File: src/rtl/game_pkg.sv
// Shared game constants: phase encoding, status widths and playfield geometry.
package game_pkg;

  typedef enum logic [2:0] {
    PH_ATTRACT = 3'd0,
    PH_SERVE   = 3'd1,
    PH_PLAY    = 3'd2,
    PH_LOST    = 3'd3,
    PH_OVER    = 3'd4,
    PH_PAUSED  = 3'd5
  } phase_e;

  localparam int unsigned PHASE_W = 3;
  localparam int unsigned LIVES_W = 3;
  localparam int unsigned LEVEL_W = 3;

  // Playfield geometry shared by the game logic and the flow controller
  localparam int unsigned PADDLE_LENGTH_PIXEL = 64;
  localparam int unsigned gameBeginXPixel     = 16;
  localparam int unsigned gameEndXPixel       = 624;
  localparam int unsigned paddleYPixel        = 448;
  localparam int unsigned ballSizePixel       = 8;

  function automatic int unsigned max_u(input int unsigned a, input int unsigned b);
    return (a > b) ? a : b;
  endfunction

endpackage

File: src/rtl/game_flow_controller_if.sv
// Update handshake between the flow controller (master) and per-frame game logic (slave).
interface game_flow_controller_if;
  logic START_UPDATE;
  logic BALL_HOLD;
  logic LOGIC_RESET;
  logic BALL_LOST;
  logic BRICKS_CLEARED;

  modport master (
    output START_UPDATE, BALL_HOLD, LOGIC_RESET,
    input  BALL_LOST, BRICKS_CLEARED
  );

  modport slave (
    input  START_UPDATE, BALL_HOLD, LOGIC_RESET,
    output BALL_LOST, BRICKS_CLEARED
  );
endinterface

File: src/rtl/game_flow_controller_frame_delay_counter.sv
// Saturating frame counter shared by the LOST and OVER delays; done once count reaches target.
module frame_delay_counter #(
  parameter int unsigned WIDTH = 9
) (
  input  logic             CLK,
  input  logic             RESET,
  input  logic             clear,
  input  logic             tick,
  input  logic [WIDTH-1:0] target,
  output logic             done
);

  logic [WIDTH-1:0] count_q;

  always_ff @(posedge CLK) begin
    if (RESET || clear) begin
      count_q <= '0;
    end else if (tick && (count_q != '1)) begin
      count_q <= count_q + WIDTH'(1);
    end
  end

  assign done = (count_q >= target);

endmodule

File: src/rtl/game_flow_controller.sv
// Game-phase sequencer: gates frame ticks into update pulses and tracks lives/level.
// Optional pause state enabled by defining GAME_FLOW_PAUSE_EN.
module game_flow_controller
  import game_pkg::*;
#(
  parameter int unsigned LIVES_INIT        = 3,
  parameter int unsigned LEVEL_MAX         = 7,
  parameter int unsigned LOST_DELAY_FRAMES = 90,
  parameter int unsigned OVER_DELAY_FRAMES = 300,
  parameter int unsigned UPDATE_CYCLES     = 3
) (
  input  logic                  CLK,
  input  logic                  RESET,
  input  logic                  FRAME_TICK,
  input  logic                  BTN_START,
  input  logic                  BTN_RELEASE,
`ifdef GAME_FLOW_PAUSE_EN
  input  logic                  BTN_PAUSE,
`endif
  game_flow_controller_if.master game_if,
  output logic [LIVES_W-1:0]    LIVES,
  output logic [LEVEL_W-1:0]    LEVEL,
  output logic                  GAME_OVER,
  output logic [PHASE_W-1:0]    PHASE
);

  localparam int unsigned CNT_W  = $clog2(max_u(LOST_DELAY_FRAMES, OVER_DELAY_FRAMES) + 1);
  localparam int unsigned BUSY_W = $clog2(UPDATE_CYCLES + 1);

  phase_e               state_q, state_next;
  logic [LIVES_W-1:0]   lives_q, lives_next;
  logic [LEVEL_W-1:0]   level_q, level_next;
  logic [BUSY_W-1:0]    busy_q;
  logic                 upd_q, hold_q, hold_next, lreset_q, lreset_next, over_q;
  logic                 start_q, release_q, start_rise, release_rise, upd_fire;
  logic                 cnt_clear, cnt_tick, cnt_done;
  logic [CNT_W-1:0]     cnt_target;

  assign start_rise   = BTN_START & ~start_q;
  assign release_rise = BTN_RELEASE & ~release_q;
  assign upd_fire     = FRAME_TICK && (busy_q == '0) &&
                        ((state_q == PH_SERVE) || (state_q == PH_PLAY));

`ifdef GAME_FLOW_PAUSE_EN
  logic   pause_q, pause_rise;
  phase_e ret_q;

  assign pause_rise = BTN_PAUSE & ~pause_q;

  always_ff @(posedge CLK) begin
    if (RESET) begin
      pause_q <= 1'b0;
      ret_q   <= PH_SERVE;
    end else begin
      pause_q <= BTN_PAUSE;
      if ((state_next == PH_PAUSED) && (state_q != PH_PAUSED)) ret_q <= state_q;
    end
  end
`endif

  // One counter serves both delays; any phase change restarts it from zero
  assign cnt_clear  = (state_next != state_q);
  assign cnt_tick   = FRAME_TICK && ((state_q == PH_LOST) || (state_q == PH_OVER));
  assign cnt_target = (state_q == PH_OVER) ? CNT_W'(OVER_DELAY_FRAMES) : CNT_W'(LOST_DELAY_FRAMES);

  frame_delay_counter #(.WIDTH(CNT_W)) u_frame_cnt (
    .CLK    (CLK),
    .RESET  (RESET),
    .clear  (cnt_clear),
    .tick   (cnt_tick),
    .target (cnt_target),
    .done   (cnt_done)
  );

  always_comb begin
    state_next  = state_q;
    lives_next  = lives_q;
    level_next  = level_q;
    lreset_next = 1'b0;
    case (state_q)
      PH_ATTRACT: begin
        if (start_rise) begin
          lives_next  = LIVES_W'(LIVES_INIT);
          level_next  = LEVEL_W'(1);
          lreset_next = 1'b1;
          state_next  = PH_SERVE;
        end
      end
      PH_SERVE: begin
`ifdef GAME_FLOW_PAUSE_EN
        if (pause_rise) state_next = PH_PAUSED;
        else
`endif
        if (release_rise) state_next = PH_PLAY;
      end
      PH_PLAY: begin
`ifdef GAME_FLOW_PAUSE_EN
        if (pause_rise) state_next = PH_PAUSED;
        else
`endif
        // Game-logic status is only trusted outside the update busy window
        if (busy_q == '0) begin
          if (game_if.BALL_LOST) begin
            lives_next = (lives_q == '0) ? '0 : lives_q - LIVES_W'(1);
            state_next = PH_LOST;
          end else if (game_if.BRICKS_CLEARED) begin
            level_next  = (level_q == LEVEL_W'(LEVEL_MAX)) ? LEVEL_W'(1) : level_q + LEVEL_W'(1);
            lreset_next = 1'b1;
            state_next  = PH_SERVE;
          end
        end
      end
      PH_LOST: begin
        if (cnt_done) state_next = (lives_q == '0) ? PH_OVER : PH_SERVE;
      end
      PH_OVER: begin
        if (cnt_done || start_rise) state_next = PH_ATTRACT;
      end
`ifdef GAME_FLOW_PAUSE_EN
      PH_PAUSED: begin
        if (pause_rise) state_next = ret_q;
      end
`endif
      default: state_next = PH_ATTRACT;
    endcase

    hold_next = (state_next != PH_PLAY);
`ifdef GAME_FLOW_PAUSE_EN
    if (state_next == PH_PAUSED) hold_next = hold_q;
`endif
  end

  always_ff @(posedge CLK) begin
    if (RESET) begin
      state_q   <= PH_ATTRACT;
      lives_q   <= '0;
      level_q   <= LEVEL_W'(1);
      busy_q    <= '0;
      upd_q     <= 1'b0;
      hold_q    <= 1'b1;
      lreset_q  <= 1'b0;
      over_q    <= 1'b0;
      start_q   <= 1'b0;
      release_q <= 1'b0;
    end else begin
      state_q   <= state_next;
      lives_q   <= lives_next;
      level_q   <= level_next;
      upd_q     <= upd_fire;
      hold_q    <= hold_next;
      lreset_q  <= lreset_next;
      over_q    <= (state_next == PH_OVER);
      start_q   <= BTN_START;
      release_q <= BTN_RELEASE;
      if (upd_fire)            busy_q <= BUSY_W'(UPDATE_CYCLES);
      else if (busy_q != '0)   busy_q <= busy_q - BUSY_W'(1);
    end
  end

  assign game_if.START_UPDATE = upd_q;
  assign game_if.BALL_HOLD    = hold_q;
  assign game_if.LOGIC_RESET  = lreset_q;
  assign LIVES                = lives_q;
  assign LEVEL                = level_q;
  assign GAME_OVER            = over_q;
  assign PHASE                = state_q;

endmodule

File: src/flat_wrapper.sv
// flat-port wrapper written by rule: the top's interface ports become plain ports
module game_flow_controller_flat import game_pkg::*;
#(
  parameter int unsigned LIVES_INIT        = 3,
  parameter int unsigned LEVEL_MAX         = 7,
  parameter int unsigned LOST_DELAY_FRAMES = 90,
  parameter int unsigned OVER_DELAY_FRAMES = 300,
  parameter int unsigned UPDATE_CYCLES     = 3
)
  (CLK, RESET, FRAME_TICK, BTN_START, BTN_RELEASE, LIVES, LEVEL, GAME_OVER, PHASE, game_if_START_UPDATE, game_if_BALL_HOLD, game_if_LOGIC_RESET, game_if_BALL_LOST, game_if_BRICKS_CLEARED);
  game_flow_controller_if game_if_i ();
  input  logic CLK;
  input  logic RESET;
  input  logic FRAME_TICK;
  input  logic BTN_START;
  input  logic BTN_RELEASE;
  output logic [LIVES_W-1:0] LIVES;
  output logic [LEVEL_W-1:0] LEVEL;
  output logic GAME_OVER;
  output logic [PHASE_W-1:0] PHASE;
  output wire logic [$bits(game_if_i.START_UPDATE)-1:0] game_if_START_UPDATE;
  output wire logic [$bits(game_if_i.BALL_HOLD)-1:0] game_if_BALL_HOLD;
  output wire logic [$bits(game_if_i.LOGIC_RESET)-1:0] game_if_LOGIC_RESET;
  input wire logic [$bits(game_if_i.BALL_LOST)-1:0] game_if_BALL_LOST;
  input wire logic [$bits(game_if_i.BRICKS_CLEARED)-1:0] game_if_BRICKS_CLEARED;
  assign game_if_START_UPDATE = game_if_i.START_UPDATE;
  assign game_if_BALL_HOLD = game_if_i.BALL_HOLD;
  assign game_if_LOGIC_RESET = game_if_i.LOGIC_RESET;
  assign game_if_i.BALL_LOST = game_if_BALL_LOST;
  assign game_if_i.BRICKS_CLEARED = game_if_BRICKS_CLEARED;
  game_flow_controller #(.LIVES_INIT(LIVES_INIT), .LEVEL_MAX(LEVEL_MAX), .LOST_DELAY_FRAMES(LOST_DELAY_FRAMES), .OVER_DELAY_FRAMES(OVER_DELAY_FRAMES), .UPDATE_CYCLES(UPDATE_CYCLES)) u_core (.CLK(CLK), .RESET(RESET), .FRAME_TICK(FRAME_TICK), .BTN_START(BTN_START), .BTN_RELEASE(BTN_RELEASE), .game_if(game_if_i), .LIVES(LIVES), .LEVEL(LEVEL), .GAME_OVER(GAME_OVER), .PHASE(PHASE));
endmodule
File: config.mk
export PLATFORM = sky130hd
export DESIGN_NAME = game_flow_controller_flat
export DESIGN_NICKNAME = d
export VERILOG_FILES = /design/src/rtl/game_pkg.sv /design/src/rtl/game_flow_controller_if.sv /design/src/rtl/game_flow_controller_frame_delay_counter.sv /design/src/rtl/game_flow_controller.sv /design/src/flat_wrapper.sv
export SDC_FILE = /design/constraint.sdc
export NUM_CORES = 1
export LEC_CHECK = 0
export BUFFER_PORTS_ARGS = -buffer_cell sky130_fd_sc_hd__clkbuf_2
export CORE_ASPECT_RATIO = 2
export CORE_MARGIN = 2
export CORE_UTILIZATION = 26
export DETAILED_ROUTE_END_ITERATION = 10
export MAX_ROUTING_LAYER = met4
export SLEW_MARGIN = 40
export SYNTH_ARGS = -nofsm -noshare
export SYNTH_HDL_FRONTEND = slang
export SYNTH_SLANG_ARGS = --single-unit
File: constraint.sdc
create_clock -name CLK -period 4 [get_ports CLK]
set_input_delay 0.2 -clock CLK [delete_from_list [all_inputs] [get_ports CLK]]
set_output_delay 0.2 -clock CLK [all_outputs]
set_load 0.02 [all_outputs]
==> reports/qor.yml <==
cts:
  path_clk_slew_ns: 0.06
  clock_path_buffers: 2
  cts-root-buf: "clkbuf_16"
  cts_tree: "built"
  cts_sinks: 26
  cts_max_level: 1
  cts_resized: 0
  hold_buffers: 0
  postCtsSetupBuffers: 0
  cts_made_buffers: 3
  clock_latency_ns: 0.26
global_routing:
  antenna_found_initial: 0
  use_met1: 0.1061
  grt_max_degree: 19
  grt_pass1_vias: 1245
  top_usage_layer: "met2"
  grt_pass1_wl_mm: 5.658
  overflow: 0
  met3_usage: 0.01728
  grt_use_met2: 0.2068
  grt_usage: 0.1161
pwr:
  comb_power_share: 0.187
  intPower_mw: 0.4559
  switching_share: 0.2778
  vdd_drop_max_v: 0.0002058
  clockPowerShare: 0.350
  leakagePower_nw: 0.6819
  pwr_density_cell_nw_per_um2: 365.9
  seqPwrFrac: 0.463
  totalPowerFinal_mw: 0.6313
  p_sw_mw: 0.1754
worst_setup_path:
  critPathMaxStageDelay_ns: 0.57
  path_cells: "inv_4, or3_4, clkinv_4, ha_1, a211o_1, a221oi_4, nand4b_1, a21o_1, nor2_1"
  worstSetupEndpointType: "flop"
  reg2regPathDepth: 9
  cp_max_fo: 12
  cp-start-kind: "flop"
  cp.arrival_ns: 2.87
  r2r-end: "u_core.u_frame_cnt.count_q[4]"
  crit_path_top_delay_cell: "dfxtp_1"
  r2r-start: "u_core.PHASE[2]"
  r2r_slack_ns: 1.33
  required_ns: 4.20
  crit_type: "reg -> reg"
floorplan:
  dieArea_sq_um: 6552
  rows: 39
  die_y_um: 112.5
  initial_utilization: 0.2680
  dieWidth_um: 58.25
  fp.coreArea_sq_um: 5709
  ios: 20
sta:
  fmax_ghz: 0.3752
  skew_ns: 0.002645
  finalCritPeriodShare: 0.6663
  setup_viol: 0
  setup_tns_ns: 0
  relSlewSlack: 0.6364
  hold_viol: 0
  drv_slew: 0
  holdWs_ns: 0.1825
  rsz0062_at_grt: "no"
  fin_ws_ns: 1.335
  period_needed_ns: 2.665
  worst_slew_pin_slew_ns: 0.5446
hold_path:
  hp-start: "BTN_START"
  hold_end: "u_core.start_q"
  whs_path_depth: 2
  min_path_type: "in -> reg"
final_layout:
  synthToLayoutAreaGrowth_pct: 12.76
  regArea_sq_um: 520.5
  final_area_sq_um: 1725
  drive_gt1_frac: 0.2022
  antenna_cells: 0
  fillers: 611
  multi_input_area_sq_um: 909.6
  final_net_count: 205
detailed_routing:
  wl_per_cell_um: 14.07
  drt_iter0_markers: 13
  postRouteWirelength_mm: 3.433
  firstDrtPassIters: 4
  vias: 1258
  final_antenna_net_count: 0
  vias_per_cell: 5.156
  drcViolationCount: 0
job:
  drv_cap: 0
yosys:
  ys_types: 51
  syn_area_sq_um: 1530
  synthTopCellsByCount: "dfxtp_1 (26), nor2_1 (19), ha_1 (13)"
  synthTopCellsByArea: "dfxtp_1 (34%), ha_1 (11%), nor2_1 (4.7%)"
  synth.net_count: 188
  yosys.area.top_type: "dfxtp_1"
  netlist.area_leader.share: 0.3401
  synthArstFlopShare: 0
  syn-mean-instance-area_sq_um: 9.108
  ys.flop_type: "dfxtp_1"
  yosys_register_bits: 26
  synth-edff-count: 0
  yosysWarnings: 0
  syn_inst: 168
  synth-seq-area-share: 0.3401
  yosysMostFrequentCell: "dfxtp_1"
place:
  dpl_worst_slack_ns: 1.325
  placed_cell_area_sq_um: 1650
  numPortBuffers: 19
  gp_congestion: 0.9036
  place.detailed.hpwl_mm: 2.689
outcome:
  status: "completed"
==> power by group through the flow <==
stage | registers (mW) | clock network [mW] | logic [mW]
after floorplan | 0.299 | 0 | 0.0899
after global placement | 0.298 | 0 | 0.118
after detailed placement | 0.298 | 0 | 0.119
after CTS | 0.292 | 0.230 | 0.120
after global routing | 0.295 | 0.237 | 0.133
final | 0.293 | 0.221 | 0.118
==> per-stage QoR <==
stage / util / instances
floorplan: - / 168
global placement: 0.2891 / 241
detailed placement: 0.2891 / 241
CTS: 0.3022 / 244
global route: 0.3022 / 244
finish: 0.3022 / 244
==> critical path, delay by kind of cell, from the launching register on <==
family                   cells  cell delay [ns]
AO/OA/AOI/OAI                3             0.94
flip-flops                   1             0.57
buffers and inverters        2             0.15
adder cells (fa/ha/maj)      1             0.24
AND/OR/NAND/NOR              3             0.69
==> flip-flops by register name, summed over array words and instances (netlist names) <==
signal and count:
u_core.game_if.BALL_HOLD 1, u_core.GAME_OVER 1, u_core.game_if.LOGIC_RESET 1, u_core.game_if.START_UPDATE 1, u_core.u_frame_cnt.count_q 9, u_core.start_q 1
u_core.release_q 1, u_core.PHASE 3, u_core.busy_q 2, u_core.LEVEL 3, u_core.LIVES 3
==> placed cells by master, fill, tap and decap left out, drive strengths merged, types with 3 or more instances in the layout <==
master	instances
o21ai	4
dfxtp	26
nor2b	4
nor3	4
nand4	3
nand2b	3
clkbuf	22
nor2	21
xnor2	6
inv	10
mux2i	3
a21oi	7
xor2	3
ha	13
nand2	10
a31oi	7
nand3	7
==> area by class of cell <==
| class | count | area share |
|---|---|---|
| clock buffers | 3 | 0.04351 |
| well taps | 61 | 0.04424 |
| flip-flops and latches | 26 | 0.3017 |
| inverters | 11 | 0.02828 |
| repair buffers | 19 | 0.05511 |
| multi-input cells | 124 | 0.5272 |
==> worst max path at each step <==
| stage | slack [ns] | to | startpoint |
|---|---|---|---|
| after floorplan | 1.48 | u_core.u_frame_cnt.count_q[0] | u_core.PHASE[2] |
| after global placement | 1.38 | u_core.u_frame_cnt.count_q[5] | u_core.PHASE[2] |
| after detailed placement | 1.32 | u_core.u_frame_cnt.count_q[4] | u_core.PHASE[2] |
| after CTS | 1.31 | u_core.u_frame_cnt.count_q[4] | u_core.PHASE[2] |
| after global routing | 1.17 | u_core.u_frame_cnt.count_q[1] | u_core.PHASE[2] |
| final | 1.33 | u_core.u_frame_cnt.count_q[4] | u_core.PHASE[2] |
==> cell families (layout without fill, tap and decap cells) <==
family / after synthesis / after routing / share of synthesized area
AND/OR/NAND/NOR: 69 / 69 / 0.2568
adder cells (fa/ha/maj): 13 / 13 / 0.1063
multiplexers: 3 / 3 / 0.01962
XOR/XNOR: 9 / 9 / 0.05152
buffers and inverters: 18 / 33 / 0.06542
flip-flops: 26 / 26 / 0.3401
AO/OA/AOI/OAI: 30 / 30 / 0.1603
==> layer usage <==
| layer | routed length, um | vias up | part of all wire |
|---|---|---|---|
| li1 | - | 633 | - |
| met1 | 1210 | 588 | 0.35 |
| met2 | 1924 | 25 | 0.56 |
| met3 | 105 | 12 | 0.031 |
| met4 | 193 | 0 | 0.056 |
| met5 | 0 | - | 0 |
Note: power is estimated with default switching activity, not from simulation.
